**src/rtl/proc_ctrl_seq_if.sv**
```systemverilog
`default_nettype none
// proc_ctrl_seq_if: memory / datapath bundle around the control sequencer.
// Rev 1.0
interface proc_ctrl_seq_if #(
  parameter int DATA_W   = 32,
  parameter int ALU_OP_W = 6
);
  logic [DATA_W-1:0]   INSTRUCTION;
  logic                ZERO;
  logic                MEM_RDY;
  logic                READ;
  logic                WRITE;
  logic                IR_LOAD;
  logic                PC_INC;
  logic                PC_LOAD;
  logic                REG_WE;
  logic                WB_SEL_MEM;
  logic                ALU_SRC_IMM;
  logic [ALU_OP_W-1:0] ALU_OP;
  logic [2:0]          STATE;
  logic                HALTED;
  logic [1:0]          ERR;

  modport master (
    input  INSTRUCTION, ZERO, MEM_RDY,
    output READ, WRITE, IR_LOAD, PC_INC, PC_LOAD, REG_WE, WB_SEL_MEM,
           ALU_SRC_IMM, ALU_OP, STATE, HALTED, ERR
  );

  modport slave (
    output INSTRUCTION, ZERO, MEM_RDY,
    input  READ, WRITE, IR_LOAD, PC_INC, PC_LOAD, REG_WE, WB_SEL_MEM,
           ALU_SRC_IMM, ALU_OP, STATE, HALTED, ERR
  );
endinterface
`default_nettype wire

```
**src/rtl/proc_ctrl_seq.sv**
```systemverilog
`default_nettype none
// proc_ctrl_seq: multi-cycle FETCH/DECODE/EXE/MEM/WB control sequencer with MEM_RDY handshake.
// Rev 1.0
module proc_ctrl_seq #(
  parameter int DATA_W      = 32,
  parameter int ALU_OP_W    = 6,
  parameter int MEM_TIMEOUT = 15,
  parameter int SKIP_MEM    = 1
) (
  input  logic           CLK,
  input  logic           RST,
  proc_ctrl_seq_if.master bus
);

  localparam int CNT_W = (MEM_TIMEOUT > 1) ? $clog2(MEM_TIMEOUT) : 1;
  localparam logic [CNT_W-1:0] CNT_LAST = CNT_W'((MEM_TIMEOUT > 0) ? MEM_TIMEOUT - 1 : 0);

  typedef enum logic [2:0] {
    S_IDLE   = 3'd0,
    S_FETCH  = 3'd1,
    S_DECODE = 3'd2,
    S_EXE    = 3'd3,
    S_MEM    = 3'd4,
    S_WB     = 3'd5,
    S_HALT   = 3'd6
  } state_t;

  typedef enum logic [3:0] {
    K_NONE, K_RALU, K_JR, K_IARITH, K_LW, K_SW, K_BEQ, K_BNE, K_J, K_JAL
  } kind_t;

  state_t            state, state_nx;
  logic              started;
  logic [CNT_W-1:0]  cnt, cnt_nx;
  logic [1:0]        err, err_nx;

  logic [DATA_W-1:0] ir;
  kind_t             kind, dec_kind;
  logic [3:0]        alu, dec_alu;
  logic              imm, dec_imm, dec_bad, dec_halt;
  logic              zero_q;
  logic              mem_access, waiting;
  logic              unused_ir_bits;

  logic              read, write, ir_load, pc_inc, pc_load, reg_we, wb_sel_mem, alu_src_imm, halted;
  logic [ALU_OP_W-1:0] alu_op;

  assign unused_ir_bits = ^ir;

  always_comb begin
    dec_kind = K_NONE;
    dec_alu  = 4'd0;
    dec_imm  = 1'b0;
    dec_bad  = 1'b0;
    dec_halt = 1'b0;
    case (ir[31:26])
      6'h00: begin
        dec_kind = K_RALU;
        case (ir[5:0])
          6'h20: dec_alu = 4'd1;
          6'h22: dec_alu = 4'd2;
          6'h2c: dec_alu = 4'd3;
          6'h02: dec_alu = 4'd4;
          6'h01: dec_alu = 4'd5;
          6'h24: dec_alu = 4'd6;
          6'h25: dec_alu = 4'd7;
          6'h27: dec_alu = 4'd8;
          6'h2a: dec_alu = 4'd9;
          6'h08: dec_kind = K_JR;
          default: dec_bad = 1'b1;
        endcase
      end
      6'h08: begin dec_kind = K_IARITH; dec_alu = 4'd1; dec_imm = 1'b1; end
      6'h1d: begin dec_kind = K_IARITH; dec_alu = 4'd3; dec_imm = 1'b1; end
      6'h0c: begin dec_kind = K_IARITH; dec_alu = 4'd6; dec_imm = 1'b1; end
      6'h0d: begin dec_kind = K_IARITH; dec_alu = 4'd7; dec_imm = 1'b1; end
      6'h0a: begin dec_kind = K_IARITH; dec_alu = 4'd9; dec_imm = 1'b1; end
      6'h23: begin dec_kind = K_LW;     dec_alu = 4'd1; dec_imm = 1'b1; end
      6'h2b: begin dec_kind = K_SW;     dec_alu = 4'd1; dec_imm = 1'b1; end
      6'h04: begin dec_kind = K_BEQ;    dec_alu = 4'd2; end
      6'h05: begin dec_kind = K_BNE;    dec_alu = 4'd2; end
      6'h02: dec_kind = K_J;
      6'h03: dec_kind = K_JAL;
      6'h3f: dec_halt = 1'b1;
      default: dec_bad = 1'b1;
    endcase
  end

  always_ff @(posedge CLK or negedge RST) begin
    if (!RST) begin
      state   <= S_IDLE;
      cnt     <= '0;
      err     <= 2'b00;
      started <= 1'b0;
    end else begin
      state   <= state_nx;
      cnt     <= cnt_nx;
      err     <= err_nx;
      started <= 1'b1;
    end
  end

  always_ff @(posedge CLK or negedge RST) begin
    if (!RST) begin
      ir     <= '0;
      kind   <= K_NONE;
      alu    <= 4'd0;
      imm    <= 1'b0;
      zero_q <= 1'b0;
    end else begin
      if (ir_load) ir <= bus.INSTRUCTION;
      if (state == S_DECODE) begin
        kind <= dec_kind;
        alu  <= dec_alu;
        imm  <= dec_imm;
      end
      if (state == S_EXE) zero_q <= bus.ZERO;
    end
  end

  assign mem_access = (kind == K_LW) || (kind == K_SW);
  assign waiting    = (state == S_FETCH) || ((state == S_MEM) && mem_access);

  always_comb begin
    state_nx    = state;
    cnt_nx      = cnt;
    err_nx      = err;
    read        = 1'b0;
    write       = 1'b0;
    ir_load     = 1'b0;
    pc_inc      = 1'b0;
    pc_load     = 1'b0;
    reg_we      = 1'b0;
    wb_sel_mem  = 1'b0;
    alu_src_imm = 1'b0;
    alu_op      = '0;
    halted      = 1'b0;
    case (state)
      S_IDLE:   if (started) state_nx = S_FETCH;
      S_FETCH: begin
        read    = 1'b1;
        ir_load = bus.MEM_RDY;
        pc_inc  = bus.MEM_RDY;
      end
      S_DECODE: begin
        if (dec_bad) begin
          err_nx[1] = 1'b1;
          state_nx  = S_HALT;
        end else if (dec_halt) begin
          state_nx  = S_HALT;
        end else begin
          state_nx  = S_EXE;
        end
      end
      S_EXE: begin
        alu_op      = ALU_OP_W'(alu);
        alu_src_imm = imm;
        state_nx    = (mem_access || SKIP_MEM == 0) ? S_MEM : S_WB;
      end
      S_MEM: begin
        read  = (kind == K_LW);
        write = (kind == K_SW);
        if (!mem_access) state_nx = S_WB;
      end
      S_WB: begin
        reg_we     = (kind == K_RALU) || (kind == K_IARITH) || (kind == K_LW) || (kind == K_JAL);
        wb_sel_mem = (kind == K_LW);
        pc_load    = (kind == K_J) || (kind == K_JAL) || (kind == K_JR) ||
                     ((kind == K_BEQ) && zero_q) || ((kind == K_BNE) && !zero_q);
        state_nx   = S_FETCH;
      end
      S_HALT:   halted = 1'b1;
      default:  state_nx = S_IDLE;
    endcase

    // A ready on the final allowed wait cycle still completes the access.
    if (waiting) begin
      if (bus.MEM_RDY) begin
        cnt_nx   = '0;
        state_nx = (state == S_FETCH) ? S_DECODE : S_WB;
      end else if (MEM_TIMEOUT > 0) begin
        if (cnt == CNT_LAST) begin
          err_nx[0] = 1'b1;
          cnt_nx    = '0;
          state_nx  = S_HALT;
        end else begin
          cnt_nx = cnt + 1'b1;
        end
      end
    end
  end

  assign bus.READ        = read;
  assign bus.WRITE       = write;
  assign bus.IR_LOAD     = ir_load;
  assign bus.PC_INC      = pc_inc;
  assign bus.PC_LOAD     = pc_load;
  assign bus.REG_WE      = reg_we;
  assign bus.WB_SEL_MEM  = wb_sel_mem;
  assign bus.ALU_SRC_IMM = alu_src_imm;
  assign bus.ALU_OP      = alu_op;
  assign bus.STATE       = state;
  assign bus.HALTED      = halted;
  assign bus.ERR         = err;

endmodule
`default_nettype wire

```
**src/flat_wrapper.sv**
```systemverilog
// flat-port wrapper written by rule: the top's interface ports become plain ports
module proc_ctrl_seq_flat 
#(
  parameter int DATA_W      = 32,
  parameter int ALU_OP_W    = 6,
  parameter int MEM_TIMEOUT = 15,
  parameter int SKIP_MEM    = 1
)
  (CLK, RST, bus_INSTRUCTION, bus_ZERO, bus_MEM_RDY, bus_READ, bus_WRITE, bus_IR_LOAD, bus_PC_INC, bus_PC_LOAD, bus_REG_WE, bus_WB_SEL_MEM, bus_ALU_SRC_IMM, bus_ALU_OP, bus_STATE, bus_HALTED, bus_ERR);
  proc_ctrl_seq_if #(.DATA_W(DATA_W), .ALU_OP_W(ALU_OP_W)) bus_i ();
  input  logic CLK;
  input  logic RST;
  input wire logic [$bits(bus_i.INSTRUCTION)-1:0] bus_INSTRUCTION;
  input wire logic [$bits(bus_i.ZERO)-1:0] bus_ZERO;
  input wire logic [$bits(bus_i.MEM_RDY)-1:0] bus_MEM_RDY;
  output wire logic [$bits(bus_i.READ)-1:0] bus_READ;
  output wire logic [$bits(bus_i.WRITE)-1:0] bus_WRITE;
  output wire logic [$bits(bus_i.IR_LOAD)-1:0] bus_IR_LOAD;
  output wire logic [$bits(bus_i.PC_INC)-1:0] bus_PC_INC;
  output wire logic [$bits(bus_i.PC_LOAD)-1:0] bus_PC_LOAD;
  output wire logic [$bits(bus_i.REG_WE)-1:0] bus_REG_WE;
  output wire logic [$bits(bus_i.WB_SEL_MEM)-1:0] bus_WB_SEL_MEM;
  output wire logic [$bits(bus_i.ALU_SRC_IMM)-1:0] bus_ALU_SRC_IMM;
  output wire logic [$bits(bus_i.ALU_OP)-1:0] bus_ALU_OP;
  output wire logic [$bits(bus_i.STATE)-1:0] bus_STATE;
  output wire logic [$bits(bus_i.HALTED)-1:0] bus_HALTED;
  output wire logic [$bits(bus_i.ERR)-1:0] bus_ERR;
  assign bus_i.INSTRUCTION = bus_INSTRUCTION;
  assign bus_i.ZERO = bus_ZERO;
  assign bus_i.MEM_RDY = bus_MEM_RDY;
  assign bus_READ = bus_i.READ;
  assign bus_WRITE = bus_i.WRITE;
  assign bus_IR_LOAD = bus_i.IR_LOAD;
  assign bus_PC_INC = bus_i.PC_INC;
  assign bus_PC_LOAD = bus_i.PC_LOAD;
  assign bus_REG_WE = bus_i.REG_WE;
  assign bus_WB_SEL_MEM = bus_i.WB_SEL_MEM;
  assign bus_ALU_SRC_IMM = bus_i.ALU_SRC_IMM;
  assign bus_ALU_OP = bus_i.ALU_OP;
  assign bus_STATE = bus_i.STATE;
  assign bus_HALTED = bus_i.HALTED;
  assign bus_ERR = bus_i.ERR;
  proc_ctrl_seq #(.DATA_W(DATA_W), .ALU_OP_W(ALU_OP_W), .MEM_TIMEOUT(MEM_TIMEOUT), .SKIP_MEM(SKIP_MEM)) u_core (.CLK(CLK), .RST(RST), .bus(bus_i));
endmodule
```
**config.mk**
```make
export PLATFORM = sky130hd
export DESIGN_NAME = proc_ctrl_seq_flat
export DESIGN_NICKNAME = d
export VERILOG_FILES = /design/src/rtl/proc_ctrl_seq_if.sv /design/src/rtl/proc_ctrl_seq.sv /design/src/flat_wrapper.sv
export SDC_FILE = /design/constraint.sdc
export NUM_CORES = 1
export LEC_CHECK = 0
export CAP_MARGIN = 20
export CORE_MARGIN = 2
export CORE_UTILIZATION = 48
export CTS_CLUSTER_SIZE = 40
export DETAILED_ROUTE_END_ITERATION = 6
export PLACE_DENSITY = 0.86
export SYNTH_ARGS = -nofsm -noshare
export SYNTH_HDL_FRONTEND = slang
export SYNTH_SLANG_ARGS = --single-unit
```
**constraint.sdc**
```tcl
create_clock -name CLK -period 1.85 [get_ports CLK]
set_input_delay 0.4625 -clock CLK [delete_from_list [all_inputs] [get_ports CLK]]
set_output_delay 0.4625 -clock CLK [all_outputs]
set_load 0.01 [all_outputs]
```
# Word level (Yosys, flattened, before mapping)
# Cells that the tools add are included.
[op_classes]
n_addsub = 1
n_eq_ne = 38
mux = 29
n_bitwise = 1
reduce_logical = 24
[op_table]
columns = ["cell", "n"]
rows = [
  ["== test 6 bit, second input constant", 10],
  ["case mux 4 bit (9 select lines)", 1],
  ["case mux 4 bit (8 select lines)", 1],
  ["== test 6 x 4 -> 1 bit, second input constant", 5],
  ["case mux 4 bit (7 select lines)", 1],
  ["two-way mux 3 bit", 8],
  ["== test 6 x 2 -> 1 bit, second input constant", 3],
  ["case mux 3 bit (6 select lines)", 1],
  ["== test 4 x 3 -> 1 bit, second input constant", 4],
  ["== test 4 bit, second input constant", 3],
  ["== test 6 x 3 -> 1 bit, second input constant", 2],
  ["two-way mux 4 bit", 3],
  ["OR reduction 12 bit", 1],
  ["two-way mux 1 bit", 11],
  ["OR reduction 10 bit", 1],
  ["== test 3 bit, second input constant", 3],
  ["logical OR 1 bit", 9],
  ["== test 4 x 2 -> 1 bit, second input constant", 2],
  ["OR reduction 7 bit", 1],
  ["== test 3 x 2 -> 1 bit, second input constant", 2],
  ["== test 6 x 1 -> 1 bit, second input constant", 1],
  ["== test 6 x 5 -> 1 bit, second input constant", 1],
  ["logical NOT 6 bit", 1],
  ["OR reduction 5 bit", 1],
  ["other kinds (13)", 17],
]
[word_totals]
regBits = 52
output_inout_bits = 20

# Logic depth before layout (Yosys ltp)
[logic_depth]
word_depth = 9
mapped_depth = 7
mapped_depth_nobuf = 7

# Worst setup path after synthesis
# No wires, ideal clock.
[synth_timing]
path_kind = "flip-flop to output port"
start = "reg u_core.state[2], in the netlist u_core.bus.STATE[2]"
end = "out bus_PC_INC"
arrival_ps = 1369
path_slack_ps = 18
path_stages_with_launch = 5
n_path_buf = 2
path_cell_list = "dfrtp_1 nand2b_1 nor3b_4 buf_4 buf_4"
[synth_between]
elab_chain_len = 2
[synth_lines]
columns = ["element", "line_no", "rtl"]
rows = [
  ["start: declaration", "proc_ctrl_seq.sv:32", "state_t state, state_nx;"],
  ["start signal: assignment", "proc_ctrl_seq.sv:96", "state <= state_nx;"],
  ["== test 3 x 1 -> 1 bit", "--", ""],
  ["two-way mux 1 bit", "--", ""],
  ["end: declaration", "flat_wrapper.sv:19", "output wire logic [$bits(bus_i.PC_INC)-1:0] bus_PC_INC;"],
]
# Every way passes these cells.

# Worst setup path after layout
[layout_timing]
start = "reg u_core.kind[1]"
end = "out bus_READ"
[layout_between]
elab_chain_len = 2
[layout_lines]
columns = ["element", "line_no", "rtl"]
rows = [
  ["start: declaration", "proc_ctrl_seq.sv:38", "kind_t kind, dec_kind;"],
  ["start signal: assignment", "proc_ctrl_seq.sv:113", "kind <= dec_kind;"],
  ["== test 4 x 3 -> 1 bit", "proc_ctrl_seq.sv:161", "read = (kind == K_LW);"],
  ["case mux 1 bit (2 select lines)", "proc_ctrl_seq.sv:138", "case (state)"],
  ["end: declaration", "flat_wrapper.sv:16", "output wire logic [$bits(bus_i.READ)-1:0] bus_READ;"],
]
# Every way passes these cells.

==> flow_summary_export.csv <==
group,metric,value,unit
grt,number_of_antenna_violations_at_the_first_check_in_global_routing,0,
clock_tree,cts_made_buffers,5,
power,power.switching_fraction,40.4,%
grt,grt_start_max_net_pins,33,
power,worst_vdd_drop,0.000963,V
setup_path,timing.critical_path.arrival,1.62,ns
setup_path,timing.critical_path.slowest_cell_delay,0.43,ns
yosys,synth_largest_type_area_fraction,39.1,%
power,power.net_switching,1940,µW
setup_path,critPathMaxFanout,3,
floorplanning,core_region_area,4060,µm²
floorplanning,initial_utilization,50.5,%
timing,hold-worst-slack,0.461,ns
setup_path,crit_slowest_cell,"or3_4",
finish,layout.cells.most_common,"buf_4",
floorplanning,die_height,69.3,µm
timing,max_clock_freq,0.481,GHz
clock_tree,cts-root-to-sink-buffers,2,
outcome,status,"finished, violations left",
power,power.share.sequential,29.0,%
timing,grt_setup_unrepaired,"yes",
yosys,most_area_consuming_cells_after_synthesis,"dfrtp_1 (39%), mux2_2 (5.5%), nand2_1 (4.9%)",
routing,drt_first_pass_iters,4,
yosys,yosys_most_used_dff,"dfrtp_1",
power,leakage,0.00131,µW
grt,grt_first_pass_wirelength,9110,µm
setup_path,critical_path_required_time,1.39,ns
job,cap_viol_max_count,0,
clock_tree,cts_tree,"built",
clock_tree,ctsRootBufferMaster,"clkbuf_8",
finish,nNetsFinal,347,
grt,gr-total-overflow,0,
routing,dr_total_vias,2043,
floorplanning,die_area,4810,µm²
setup_path,critPathCaptureType,"output port",
finish,final-instance-count-excl-fill,360,
routing,via_per_inst,5.68,
grt,grt_pass1_vias,1943,
finish,final_core_util,73.0,%
yosys,synth.distinct_cells,49,
timing,report.final.hold_viol_count,0,
timing,setup_total_negative_slack,-0.839,ns
placed_design,finalWeightedCongestion,0.937,
floorplanning,core.rowCount,23,
timing,setup-violations-final,7,
placed_design,dp_slack,-0.443,ns
finish,antenna_cells_inserted,0,
outcome,violations_in_the_final_reports,"setup timing",
setup_path,startpoint_type_of_the_worst_setup_path,"register",
timing,skew,0.00620,ns
routing,drt_drc_violations_left,0,
timing,timing.final.ws_setup,-0.228,ns
yosys,number_of_enable_flip_flop_cells_after_synthesis,0,
finish,synthToLayoutAreaGrowth,44.5,%
routing,wirelength,5590,µm
routing,remaining_antenna_violation_count_after_routing,0,
setup_path,timing.setup.critical_path_class,"register to output port",
finish,mostFrequentLayoutCells,"buf_4 (48), dfrtp_1 (28), nand2_1 (26), nor2_1 (18), clkdlybuf4s50_1 (17)",
timing,finalMaxSlewViolations,0,
yosys,synth_top_area_cell,"dfrtp_1",
min_path,hold_path_class,"register to register",
routing,drt_first_iter_violations,87,
yosys,synth.ff_latch_count,32,
clock_tree,clock-sinks,32,
timing,fin_crit_sh,112,%
yosys,synthCells,232,
yosys,synthesis.yosys.warnings,0,
yosys,synth_area_per_cell,8.83,µm²
clock_tree,htree_num_levels,2,
floorplanning,io_pins,56,
clock_tree,clk_latency,0.29,ns
routing,routedWlPerCell,15.5,µm
floorplanning,die_width,69.3,µm
timing,final.min_clock_period,2.08,ns
placed_design,place.detailed.instances,333,
clock_tree,clkSlewWorstSetupHoldPaths,0.07,ns
power,p_clk_share,15.1,%
grt,track_usage,23.4,%
power,internal-power,2860,µW
power,pwr_density_cell,1620,nW/µm²
finish,post_route_cells_drive_above_1_share,35.5,%
power,combPwrFrac,55.9,%
setup_path,cell_chain_critical_path,"or3_4, nor2_4, buf_4, a21oi_2, nor2_1, buf_2",
placed_design,dp_hpwl,3550,µm
yosys,netlist_area,2050,µm²
yosys,synth.yosys.seq_area_share,39.1,%
yosys,asyncSetResetFlopFracSynth,100,%
placed_design,buffer_ports.inserted,33,
==> worst max-delay path: cells and delay by family, from the launching register on <==
| kind | cells | cell delay (ns) |
|---|---|---|
| AOI/OAI and AO/OA | 1 | 0.04 |
| buffers and inverters | 2 | 0.25 |
| DFF | 1 | 0.41 |
| and+or+nand+nor | 3 | 0.63 |
==> cell type report <==
| type | instances | area (µm²) |
|---|---|---|
| fill | 293 | 1100 |
| timing repair buffer | 87 | 728 |
| clock inverter | 1 | 30.0 |
| inverter | 4 | 15.0 |
| multi-input combinational | 179 | 1220 |
| sequential | 32 | 806 |
| clock buffer | 7 | 96.3 |
| tap | 50 | 62.6 |
==> power by group through the flow <==
stage / Combinational, µW / Clock, µW / Sequential [µW]
floorplan: 1550 / 0 / 1230
global placement: 2140 / 0 / 1360
detailed placement: 2210 / 0 / 1380
CTS: 2490 / 737 / 1370
global route: 2890 / 770 / 1440
finish: 2690 / 728 / 1390
==> cell usage after synthesis (3+ instances only) <==
library cell / number
a21o_1: 3
o21ai_0: 16
nor3b_1: 7
and3_1: 6
nor4_1: 3
dfrtp_1: 32
a31oi_1: 8
a211oi_1: 5
clkbuf_1: 6
mux2_2: 10
buf_4: 6
and2_1: 6
nand3_1: 3
a21oi_1: 12
inv_1: 4
nand2b_1: 7
nor2_1: 19
nor2b_1: 7
nand2_1: 27
buf_2: 4
o31ai_1: 3
nor3_1: 6
==> stage by stage <==
stage          instance area, µm²  power [µW]
6_report                     2960        4810
5_1_grt                      2960        5110
4_1_cts                      2880        4600
3_5_place_dp                 2600        3590
3_3_place_gp                 2600        3500
2_1_floorplan                2050        2770
==> worst paths after layout <==
path                                   startpoint             endpoint  slack [ns]  cells after the start
worst max-delay path               u_core.kind[1]             bus_READ       -0.23                      6
worst min-delay path            u_core.bus.ERR[0]    u_core.bus.ERR[0]        0.46                      1
worst max register to register       u_core.ir[3]  u_core.bus.STATE[0]        0.08                      5
worst min register to register  u_core.bus.ERR[0]    u_core.bus.ERR[0]        0.46                      1
max in group asynchronous                     RST         u_core.ir[2]        0.96                      2
min in group asynchronous                     RST        u_core.cnt[3]        0.57                      2
==> metal layers <==
layer | wire length [µm] | GRT usage, % | vias to the layer above | part of all wire (%)
met2 | 2800 | 39.4 | 82 | 50
met3 | 315 | 4.22 | 14 | 5.6
met1 | 2320 | 29.9 | 966 | 41
li1 | - | - | 981 | -
met5 | 0 | 0 | - | 0
met4 | 148 | 8.93 | 0 | 2.6
==> kinds of logic (layout without fill, tap and decap cells) <==
kind of cell	Yosys count	count (layout)	share of synthesized area, %
adder cells (fa/ha/maj)	2	2	1.22
AO/OA/AOI/OAI	59	59	18.4
other	2	3	0.367
multiplexers	13	13	7.03
XOR/XNOR	2	2	0.855
AND/OR/NAND/NOR	100	100	26.9
buffers and inverters	22	99	6.11
flip-flops	32	32	39.1
==> registers in the layout, indices dropped and copies added (netlist names) <==
signal,count
u_core.bus.STATE,3
u_core.alu,4
u_core.imm,1
u_core.cnt,4
u_core.started,1
u_core.bus.ERR,2
u_core.kind,4
u_core.ir,12
u_core.zero_q,1
==> repair_timing <==
| item | CTS | global route |
|---|---|---|
| resized for setup | 70 | 15 |
| endpoints found under the setup margin | 15 | 21 |
| buffers inserted | 15 | 7 |
| gates cloned | 0 | 0 |
| hold buffers | 0 | 0 |
| pin swaps | 4 | 7 |
Power figures use the tool's default switching activity.
